File: config.mk
export PLATFORM = sky130hd
export DESIGN_NAME = mem_access_unit
export DESIGN_NICKNAME = d
export VERILOG_FILES = /design/src/rtl/mem_access_pkg.sv /design/src/rtl/mau_lane_align.sv /design/src/rtl/mem_access_unit.sv
export SDC_FILE = /design/constraint.sdc
export NUM_CORES = 1
export LEC_CHECK = 0
export CORE_MARGIN = 3
export CORE_UTILIZATION = 45
export DETAILED_ROUTE_END_ITERATION = 12
export PLACE_DENSITY = 0.8
export SLEW_MARGIN = 10
export SYNTH_ARGS = -nofsm -noshare
export SYNTH_HDL_FRONTEND = slang
export SYNTH_SLANG_ARGS = --single-unit
File: constraint.sdc
create_clock -name clk -period 4.3 [get_ports clk]
set_input_delay 0.86 -clock clk [delete_from_list [all_inputs] [get_ports clk]]
set_output_delay 0.86 -clock clk [all_outputs]
set_load 0.02 [all_outputs]
File: src/rtl/mem_access_pkg.sv
// ---------------------------------------------------------------------------
// mem_access_pkg
// Shared definitions for the data-memory access unit:
//   - access-size encodings driven by the MEM stage (mode)
//   - FSM state encoding used by mem_access_unit
//   - lane width constants and a small mode-decoding helper
// ---------------------------------------------------------------------------
package mem_access_pkg;

    localparam logic [1:0] MODE_BYTE = 2'b00;
    localparam logic [1:0] MODE_HALF = 2'b01;
    localparam logic [1:0] MODE_WORD = 2'b10;  // 2'b11 is also treated as word

    localparam int DATA_W = 32;
    localparam int BYTE_W = 8;
    localparam int HALF_W = 16;

    typedef enum logic [1:0] {
        IDLE = 2'b00,
        RD   = 2'b01,
        WR   = 2'b10,
        RSP  = 2'b11
    } state_t;

    // Both 2'b10 and 2'b11 select a full-word access.
    function automatic logic is_word(input logic [1:0] m);
        return m[1];
    endfunction

endpackage

File: src/rtl/mau_lane_align.sv
// ---------------------------------------------------------------------------
// mau_lane_align
// Combinational lane handling for the memory access unit.
//   mode      in  2   access size (byte / half / word)
//   byte_off  in  2   byte offset within the word (addr[1:0])
//   sign_ext  in  1   loads: 1 sign-extend, 0 zero-extend
//   ld_word   in  32  word returned by the RAM (load path)
//   rmw_word  in  32  word previously read for a sub-word store
//   st_data   in  32  store data, value in the LSBs for byte/half
//   ld_data   out 32  extracted and extended load value
//   st_word   out 32  word to write back to the RAM
// Lanes are little-endian: byte k = bits [8k+7:8k], half h = bits [16h+15:16h].
// ---------------------------------------------------------------------------
module mau_lane_align
    import mem_access_pkg::*;
(
    input  logic [1:0]  mode,
    input  logic [1:0]  byte_off,
    input  logic        sign_ext,
    input  logic [31:0] ld_word,
    input  logic [31:0] rmw_word,
    input  logic [31:0] st_data,
    output logic [31:0] ld_data,
    output logic [31:0] st_word
);

    logic [BYTE_W-1:0] ld_byte;
    logic [HALF_W-1:0] ld_half;

    // Load extract: half accesses only look at addr[1], so the low offset
    // bit is ignored for halves.
    always_comb begin
        ld_byte = ld_word[{byte_off, 3'b000} +: BYTE_W];
        ld_half = ld_word[{byte_off[1], 4'b0000} +: HALF_W];
        case (mode)
            MODE_BYTE: ld_data = {{(DATA_W-BYTE_W){sign_ext & ld_byte[BYTE_W-1]}}, ld_byte};
            MODE_HALF: ld_data = {{(DATA_W-HALF_W){sign_ext & ld_half[HALF_W-1]}}, ld_half};
            default:   ld_data = ld_word;
        endcase
    end

    // Store merge: only the addressed lane of the previously read word is
    // replaced; word stores bypass the read word entirely.
    always_comb begin
        st_word = rmw_word;
        case (mode)
            MODE_BYTE: st_word[{byte_off, 3'b000} +: BYTE_W]    = st_data[BYTE_W-1:0];
            MODE_HALF: st_word[{byte_off[1], 4'b0000} +: HALF_W] = st_data[HALF_W-1:0];
            default:   st_word = st_data;
        endcase
    end

endmodule

File: src/rtl/mem_access_unit.sv
// ---------------------------------------------------------------------------
// mem_access_unit
// Load/store responder between the MEM stage and a word-only synchronous RAM
// (req/ack handshake, no byte enables). Sub-word stores are performed as
// read-modify-write; sub-word loads are lane-extracted and extended.
//
// Ports:
//   clk, rst_n             clock, synchronous active-low reset
//   req_valid/req_ready    request handshake (ready only in IDLE)
//   mode, mem_write,
//   sign_ext, addr, wdata  request fields, latched on accept
//   rsp_valid, rdata       one-cycle completion pulse, load result
//   misalign               with rsp_valid: request was misaligned
//   mem_req/mem_we/
//   mem_addr/mem_wdata     RAM request side, mem_req held until mem_ack
//   mem_ack/mem_rdata      RAM completion, read data valid with ack
//
// Build option: define MEM_ALIGN_CHECK_EN to reject misaligned half/word
// accesses without touching the RAM. Otherwise low address bits are ignored.
// ---------------------------------------------------------------------------
module mem_access_unit
    import mem_access_pkg::*;
#(
    parameter int ADDR_W = 12
) (
    input  logic              clk,
    input  logic              rst_n,
    input  logic              req_valid,
    output logic              req_ready,
    input  logic [1:0]        mode,
    input  logic              mem_write,
    input  logic              sign_ext,
    input  logic [31:0]       addr,
    input  logic [31:0]       wdata,
    output logic              rsp_valid,
    output logic [31:0]       rdata,
    output logic              misalign,
    output logic              mem_req,
    output logic              mem_we,
    output logic [ADDR_W-1:0] mem_addr,
    output logic [31:0]       mem_wdata,
    input  logic              mem_ack,
    input  logic [31:0]       mem_rdata
);

    state_t             state_q, state_d;
    logic [1:0]         mode_q;
    logic               we_q;
    logic               sext_q;
    logic [1:0]         off_q;
    logic [31:0]        wdata_q;
    logic [31:0]        rd_word_q;    // merge register for read-modify-write
    logic [31:0]        rdata_q;
    logic [ADDR_W-1:0]  mem_addr_q;
    logic               misalign_q;

    logic               accept;
    logic               misalign_in;
    logic [31:0]        ld_data;
    logic [31:0]        st_word;
    logic               unused_addr_hi;

    assign unused_addr_hi = ^addr[31:ADDR_W+2];

    assign accept = (state_q == IDLE) && req_valid;

`ifdef MEM_ALIGN_CHECK_EN
    assign misalign_in = ((mode == MODE_HALF) && addr[0]) ||
                         (is_word(mode) && (addr[1:0] != 2'b00));
`else
    assign misalign_in = 1'b0;
`endif

    mau_lane_align u_lane_align (
        .mode     (mode_q),
        .byte_off (off_q),
        .sign_ext (sext_q),
        .ld_word  (mem_rdata),
        .rmw_word (rd_word_q),
        .st_data  (wdata_q),
        .ld_data  (ld_data),
        .st_word  (st_word)
    );

    // ---------------- FSM ----------------
    always_ff @(posedge clk) begin
        if (!rst_n) begin
            state_q <= IDLE;
        end else begin
            state_q <= state_d;
        end
    end

    always_comb begin
        state_d = state_q;
        case (state_q)
            IDLE: begin
                if (accept) begin
                    if (misalign_in)
                        state_d = RSP;
                    else if (mem_write && is_word(mode))
                        state_d = WR;
                    else
                        state_d = RD;
                end
            end
            // RD is only followed by WR for sub-word stores.
            RD:      if (mem_ack) state_d = we_q ? WR : RSP;
            WR:      if (mem_ack) state_d = RSP;
            RSP:     state_d = IDLE;
            default: state_d = IDLE;
        endcase
    end

    // ---------------- Datapath ----------------
    always_ff @(posedge clk) begin
        if (!rst_n) begin
            mode_q     <= MODE_BYTE;
            we_q       <= 1'b0;
            sext_q     <= 1'b0;
            off_q      <= 2'b00;
            wdata_q    <= '0;
            rd_word_q  <= '0;
            rdata_q    <= '0;
            mem_addr_q <= '0;
            misalign_q <= 1'b0;
        end else begin
            if (accept) begin
                mode_q     <= mode;
                we_q       <= mem_write;
                sext_q     <= sign_ext;
                off_q      <= addr[1:0];
                wdata_q    <= wdata;
                mem_addr_q <= addr[ADDR_W+1:2];
                misalign_q <= misalign_in;
                if (misalign_in)
                    rdata_q <= '0;
            end
            if ((state_q == RD) && mem_ack) begin
                rd_word_q <= mem_rdata;
                if (!we_q)
                    rdata_q <= ld_data;
            end
        end
    end

    // ---------------- Outputs ----------------
    assign req_ready = (state_q == IDLE);
    assign rsp_valid = (state_q == RSP);
    assign misalign  = (state_q == RSP) && misalign_q;
    assign rdata     = rdata_q;
    assign mem_req   = (state_q == RD) || (state_q == WR);
    assign mem_we    = (state_q == WR);
    assign mem_addr  = mem_addr_q;
    assign mem_wdata = st_word;

endmodule
==> flow_summary.toml, run 1 <==
[global_routing]
grt_max_degree = 55
gr-usage-all-layers_pct = 27.15
overflow = 0
grt_pass1_wl_um = 27600
antenna_found_initial = 0
grt_pass1_vias = 5331

[job]
maxCapViolCount = 0

[final_layout]
design_area_um2 = 7657
antenna_cells = 0
area_growth_pct = 42.89
drive_above_1_share_pct = 8.776
final_cells = 952
layout.nets = 909

[clock_network]
clockBufferDepth = 2
clock_sinks = 116
cts_root_buf = "clkbuf_16"
cts_setup_buffers = 0
clock_latency_ps = 420
cts_max_level = 4
hold_buffers = 0
path_clk_slew_ps = 50
cts_tree = "yes"
cts_repair_resize_count = 0
cts-buffers-inserted = 17

[synth]
synth.top_cells.by_area = "dfxtp_1 (43%), nand2_1 (13%), a21oi_1 (10%)"
synthAdderAreaFrac_pct = 2.101
syn_avg_cell_area_um2 = 8.207
yosysWarnings = 0
ys_ff_latch = 116
synth.distinct_cells = 50
synth_compound_area_share_pct = 26.48
yosys-top-cells-count = "nand2_1 (192), dfxtp_1 (116), a21oi_1 (108)"
yosysTopAreaCell = "dfxtp_1"
async_flop_share_pct = 0
synth_simple_gate_area_share_pct = 20.73
synth_most_common_cell = "nand2_1"
synth_top_family_by_area = "compound AO/OA/AOI/OAI gates"
synthCells = 653
synth-edff-count = 0
synth_ff_type = "dfxtp_1"
synth_top_area_share_pct = 43.33
syn-num-nets = 766
ys_seq_area_share_pct = 43.33
synthMuxAreaShare_pct = 2.265
synth_area_um2 = 5359
synth_xor_area_share_pct = 0

[worst_setup_path]
arrival_ps = 3240
cp.required_ps = 3440
critical_path_class = "register to output pin"
start_kind = "register"
crit_fanout = 14
crit_path_end_kind = "output pin"

[placed_design]
port_buffers = 165
placed_cell_area_um2 = 7030
gp_congestion = 0.8984
post-dp-hpwl_um = 13020
place_inst = 920

[power]
pwr-share-clk_pct = 34.9
power_density_nw_per_um2 = 558.7
p_comb_share_pct = 32.6
power.static_leakage_nw = 2.945
netSwitchingFraction_pct = 33.95
power.switching_w = 0.001452
p_int_w = 0.002826
ir_worst_vdd_mv = 0.4156
pwr-share-seq_pct = 32.5

[floorplanning]
fp.coreArea_um2 = 11520
io_pins = 185
initial_core_util_pct = 46.53
dieHeight_um = 115.1
rows = 39
dieArea_um2 = 13250
die_x_um = 115.1

[run_status]
outcome = "finished, final reports clean"

[sta]
setup_viol = 0
finalHoldViolations = 0
fmax_mhz = 244.1
final.setup.tns_ps = 0
grt_setup_unrepaired = "false"
slew_headroom_pct = 22.09
finalMaxSlewViolations = 0
period_share_pct = 95.27
worst_pin_slew_ps = 1166
min_period_ps = 4096
worst_clock_skew_ps = 5.969

[detailed_routing]
initialDrtViolationCount = 440
wirelength_um = 17940
vias = 5461
drt-vias-per-instance = 5.736
dr.pass1.iters = 7
ant_nets = 0
drc_errors = 0
wl_per_cell_um = 18.85

[hold_path]
hp-class = "register to register"
## worst max-delay path, cell delays in order (launching register included)
cell and delay (ps):
dfxtp_1 310, buf_4 240, inv_1 190, ha_1 390, nor4b_1 460, and3_2 340
and2_1 140, a221o_1 100, clkdlybuf4s50_1 650
## path summary, 6_finish.rpt
kind,slack (ps),depth (start not counted),endpoint,startpoint
setup / recovery,200,8,mem_wdata[15],off_q[1]
hold / removal,450,2,mem_addr[7],mem_addr[7]
setup reg to reg,1600,7,rdata[6],state_q[1]
hold reg to reg,450,2,mem_addr[7],mem_addr[7]
## stage by stage
step / hold WS, ps / worst slack (ps) / total power (W) / utilization [%]
finish: 452.6 / 203.5 / 0.004278 / 66.49
global route: 470.1 / 84.89 / 0.004474 / 66.49
CTS: 452.7 / 236.6 / 0.004283 / 66.49
detailed placement: 446.4 / 716.1 / 0.002784 / 61.05
global placement: 442.9 / 711.6 / 0.002744 / 61.05
floorplan: 435.7 / 1587 / 0.002243 / -
## cell usage in the layout (no fill, tap or decap), types with 10 or more instances in the layout
master           netlist  layout
and3_1                16      16
dfxtp_1              116     116
clkdlybuf4s50_1        0     165
a21oi_1              108     108
a21o_1                10      10
clkbuf_16              0      17
and2_1                10      10
a22o_1                16      16
o21ai_0               18      18
nand2_1              192     192
## layout make-up
class                           count  area, um^2
Sequential cell                   116        2322
Inverter                            8       30.03
Clock buffer                       22       474.2
Multi-Input combinational cell    479        2768
Clock inverter                     10       152.6
Timing Repair Buffer              174        1732
Fill cell                         923        3859
Tap cell                          143       178.9
## registers in the layout, indices dropped and copies added (netlist names)
register	flops
mode_q	2
sext_q	1
rd_word_q	32
we_q	1
rdata	32
state_q	2
off_q	2
wdata_q	32
mem_addr	12
## power by group through the flow
stage / clock network [W] / registers, W / logic [W]
2_1_floorplan: 0 / 0.00142 / 0.000823
3_3_place_gp: 0 / 0.00140 / 0.00135
3_5_place_dp: 0 / 0.00140 / 0.00138
4_1_cts: 0.00151 / 0.00138 / 0.00139
5_1_grt: 0.00156 / 0.00140 / 0.00152
6_report: 0.00149 / 0.00139 / 0.00140
## logic make-up (layout without fill, tap and decap cells)
logic type,after synthesis,count (layout)
compound gates,209,209
fa+ha+maj,9,9
buf+inv,58,214
flops,116,116
mux,10,10
other cells,1,1
simple gates,250,250
## layer usage
metal	GRT usage, %	share of wire (%)	wire [um]
met1	33.99	42	7497
met2	45.52	50	8986
met3	5.737	6.5	1159
met4	11.03	1.7	299
met5	0	0	0
Power figures use the tool's default switching activity.
==> run 2: changes to the inputs <==
CORE_UTILIZATION = 41   (was 45)
GPL_ROUTABILITY_DRIVEN = 0   (was unset)
PLACE_DENSITY = 0.76   (was 0.8)
SKIP_CTS_REPAIR_TIMING = 1   (was unset)
clock period = 3.49 ns   (was 4.3 ns; I/O delays follow)
==> run 2 against run 1 <==
Cell count rose by 3.6%. Die area rose by 9.2%. Design area rose by 1.3%. Flip-flop and latch count did not move. Clock skew rose by 0.59 ps. Via count fell by 1.1%. First-iteration DRC count rose by 6.4%. Register-to-register slack got worse by 360 ps. Global-route usage fell by 2.7 points. Critical endpoint unchanged. Largest power group unchanged.
==> flow_summary.toml, run 2 (same netlist as run 1, synthesis figures left out) <==
[final_layout]
final_cell_mix = "nand2_1 (192), clkdlybuf4s50_1 (164), dfxtp_1 (115)"
area_growth_pct = 44.69
regArea_um2 = 2323
final_cells = 986
layout.nets = 914
layout_commonest_cell = "nand2_1"
antenna_cells = 0
final_core_util_pct = 60.95
design_area_um2 = 7754
drive_above_1_share_pct = 10.07
fill_cells = 1146
multi_input_area_um2 = 2800

[sta]
finalHoldViolations = 0
worst_pin_slew_ps = 1091
grt_setup_unrepaired = "false"
final.setup.tns_ps = 0
min_period_ps = 3380
period_share_pct = 96.84
slew_headroom_pct = 27.10
worst_clock_skew_ps = 6.563
layout_setup_ws_ps = 110.3
setup_viol = 0
finalMaxSlewViolations = 0
fmax_mhz = 295.9

[worst_setup_path]
start_kind = "register"
critical_path_class = "register to output pin"
critPathTopFamily = "buffers and inverters"
crit_fanout = 8
cp_slowest_cell = "clkdlybuf4s50_1"
slowest_delay_ps = 620
path_cells = "inv_1, ha_4, nor4b_4, and3_2, and2_1, a221o_1, clkdlybuf4s50_1"
crit_path_end_kind = "output pin"
crit_buf_inv = 2
cp.required_ps = 2790
arrival_ps = 2680

[placed_design]
place_inst = 954
port_buffers = 165
post-dp-hpwl_um = 13060
dpl_worst_slack_ps = 281.4
placed_cell_area_um2 = 7092

[power]
ir_worst_vdd_mv = 0.4904
power_density_nw_per_um2 = 682.5
power.static_leakage_nw = 2.993

[clock_network]
clock_latency_ps = 420
cts_tree = "yes"
cts_root_buf = "clkbuf_16"
clock_sinks = 116
clockBufferDepth = 2
cts_max_level = 4
path_clk_slew_ps = 60
cts-buffers-inserted = 17

[global_routing]
overflow = 0
grt_max_degree = 60
grt_pass1_wl_um = 27600
antenna_found_initial = 0
grt_pass1_vias = 5277
gr-usage-all-layers_pct = 24.44

[floorplanning]
rows = 41
io_pins = 185
fp.coreArea_um2 = 12720
dieArea_um2 = 14480
dieHeight_um = 120.3
initial_core_util_pct = 42.12
die_x_um = 120.3

[detailed_routing]
wirelength_um = 17730
initialDrtViolationCount = 468
dr.pass1.iters = 6
drc_errors = 0
vias = 5400
ant_nets = 0
drt-vias-per-instance = 5.477
wl_per_cell_um = 17.98

[run_status]
outcome = "finished, final reports clean"

[hold_path]
hp-class = "register to register"

[job]
maxCapViolCount = 0
-- run 2: cell count changes in the layout (fill, tap and decap cells not counted), sizes merged --
cell	delta
clkdlybuf4s50	-1
clkinv	+2
clkbuf	-1
clkinvlp	-1
dlymetal6s2s	+1
buf	+5
-- run 2: metal layers --
layer  wire [um]  share of wire (%)  track usage [%]
met5           0                  0                0
met1        6999                 39            29.51
met4         446                2.5            10.27
met2        8696                 49            40.18
met3        1586                8.9            7.858
-- run 2: worst reg2reg max path, cell delays in order, from the launching register on --
cell,delay (ps)
dfxtp_1,330
inv_1,110
ha_1,230
and2_1,160
nand2b_1,490
nor3_2,670
o2bb2ai_1,180
-- run 2: final timing paths --
kind,start,end,slack [ps],cells after the start
worst max register to register,state_q[1],rdata[6],1240,6
worst min register to register,mem_addr[6],mem_addr[6],450,2
worst min-delay path,mem_addr[6],mem_addr[6],450,2
worst max-delay path,off_q[1],mem_wdata[15],110,7
-- run 2: where the power goes --
| part | switching [W] | leakage [nW] | internal, W |
|---|---|---|---|
| Clock | 0.000597 | 0.316 | 0.00124 |
| Combinational | 0.00103 | 1.73 | 0.000727 |
| Sequential | 0.000169 | 0.946 | 0.00153 |
-- run 2: area by class of cell --
| cell class | count | share of cell area, % |
|---|---|---|
| clock buffers | 21 | 6.067 |
| clock inverters | 11 | 2.001 |
| inverters | 8 | 0.3873 |
| multi-input cells | 479 | 36.11 |
| flip-flops and latches | 116 | 29.97 |
| well taps | 172 | 2.776 |
| repair buffers | 179 | 22.69 |
-- run 2: metrics by stage --
step	hold slack (ps)	power, W
after CTS	453.3	0.005285
final	453.1	0.005292
after floorplan	435.7	0.002764
after global routing	474.3	0.005547
after detailed placement	448.9	0.003444
after global placement	442.3	0.003382
==> run 3: changes to the inputs <==
CELL_PAD_IN_SITES_DETAIL_PLACEMENT = 1   (was unset)
CELL_PAD_IN_SITES_GLOBAL_PLACEMENT = 1   (was unset)
CORE_UTILIZATION = 29   (was 41)
PLACE_DENSITY = unset   (was 0.76)
PLACE_DENSITY_LB_ADDON = 0.1   (was unset)
==> run 3 against run 2 <==
Die area grew 39%. Critical path depth down 2. Global-route usage is 4.2 points lower. Cell count increased by 5.6%. Combinational power barely moved. Fmax is 0.49% higher. Utilization down 18 points. Worst hold slack improved by 1.1 ps. Design area increased by 0.23%. Sequential share of layout area down 0.068 points. Count of clock-buffer cells in the layout increased by 6. Clock power is 12% lower.
==> flow_summary.toml, run 3 (same netlist as run 1, synthesis figures left out) <==
[worst_setup_path]
cp.required_ps = 2790
crit_fanout = 19
critical_path_class = "register to output pin"
crit_path_end_kind = "output pin"
slowest_delay_ps = 610
path_cells = "buf_4, a21o_1, o21bai_4, a22o_1, clkdlybuf4s50_1"
cp_slowest_cell = "clkdlybuf4s50_1"
arrival_ps = 2670
reg2reg_slack_ps = 1210
critPathTopFamily = "buffers and inverters"
start_kind = "register"
crit_buf_inv = 2

[global_routing]
met2_usage_pct = 33.77
gr-usage-all-layers_pct = 20.24
met1_usage_pct = 25.69
antenna_found_initial = 0
busiest_layer = "met2"
use_met3_pct = 5.343
grt_pass1_vias = 5606
overflow = 0
grt_max_degree = 85
grt_pass1_wl_um = 31540

[power]
pwr-share-seq_pct = 33.6
power.static_leakage_nw = 3.044
power_density_nw_per_um2 = 657.3
p_total_w = 0.005108
p_int_w = 0.003290
netSwitchingFraction_pct = 35.60
p_comb_share_pct = 34.7
ir_worst_vdd_mv = 0.3499
pwr-share-clk_pct = 31.7
power.switching_w = 0.001819

[final_layout]
layout_commonest_cell = "nand2_1"
final_core_util_pct = 42.97
final_cell_mix = "nand2_1 (192), clkdlybuf4s50_1 (159), dfxtp_1 (115)"
layout.nets = 914
antenna_cells = 0
design_area_um2 = 7771
area_growth_pct = 45.02
drive_above_1_share_pct = 9.483

[placed_design]
post-dp-hpwl_um = 15270
dpl_worst_slack_ps = 335.5
placed_cell_area_um2 = 7177
port_buffers = 165

[run_status]
outcome = "finished, final reports clean"

[sta]
worst_pin_slew_ps = 1073
whs_ps = 454.1
finalHoldViolations = 0
slew_headroom_pct = 28.30
layout_setup_ws_ps = 126.7
setup_viol = 0
fmax_mhz = 297.3
finalMaxSlewViolations = 0
min_period_ps = 3363
worst_clock_skew_ps = 8.677
period_share_pct = 96.37

[detailed_routing]
dr.pass1.iters = 7
wirelength_um = 20420
ant_nets = 0
drc_errors = 0
drt-vias-per-instance = 5.183
initialDrtViolationCount = 287
wl_per_cell_um = 19.62
vias = 5396

[clock_network]
cts_max_level = 4
clock_latency_ps = 420
clock_sinks = 116
cts_tree = "yes"
clockBufferDepth = 2
cts_root_buf = "clkbuf_16"
path_clk_slew_ps = 50
cts-buffers-inserted = 17

[hold_path]
hp-class = "register to register"

[floorplanning]
die_x_um = 141.9
io_pins = 185
fp.coreArea_um2 = 18090
initial_core_util_pct = 29.63
rows = 49
dieHeight_um = 141.9
dieArea_um2 = 20150

[job]
maxCapViolCount = 0
-- run 3: cell count changes in the layout (fill, tap and decap cells not counted), sizes merged --
cell	before	now
bufinv	4	0
clkbuf	21	27
clkdlybuf4s50	164	159
clkinv	7	2
clkinvlp	0	1
dlymetal6s2s	1	6
-- run 3: worst reg2reg max path: cells and delay by family, from the launching register on --
kind	cells	cell delay (ps)
AO/OA/AOI/OAI	1	180
adder cells (fa/ha/maj)	1	240
buffers and inverters	1	110
flip-flops	1	330
AND/OR/NAND/NOR	3	1350
-- run 3: layout make-up --
type	instances	area, um^2
Multi-Input combinational cell	479	2796
Inverter	8	30.03
Clock inverter	3	17.52
Timing Repair Buffer	179	1784
Sequential cell	116	2323
Fill cell	2122	10310
Clock buffer	27	533.0
Tap cell	229	286.5
-- run 3: routing by layer --
metal  up-vias  routed length, um
li1       2589                  -
met3        22               1155
met1      2628               9110
met2       157               9871
met5         -                  0
met4         0                283
-- run 3: worst paths after layout --
path	start	end	cells after the start
worst max-delay path	mode_q[1]	mem_wdata[5]	5
worst min-delay path	mem_addr[11]	mem_addr[11]	2
worst max register to register	state_q[1]	rdata[2]	6
worst min register to register	mem_addr[11]	mem_addr[11]	2
-- run 3: metrics by stage --
step / setup TNS, ps / std cells
2_1_floorplan: 0 / 653
3_3_place_gp: 0 / 1011
3_5_place_dp: 0 / 1011
4_1_cts: -1088 / 1041
5_1_grt: -15.27 / 1041
6_report: 0 / 1041
-- run 3: power by group through the flow --
stage                     combinational (W)  sequential, W  clock, W
after CTS                           0.00178        0.00171   0.00165
after global routing                0.00195        0.00174   0.00172
final                               0.00177        0.00171   0.00162
after floorplan                     0.00101        0.00175         0
after global placement              0.00172        0.00173         0
after detailed placement            0.00177        0.00174         0
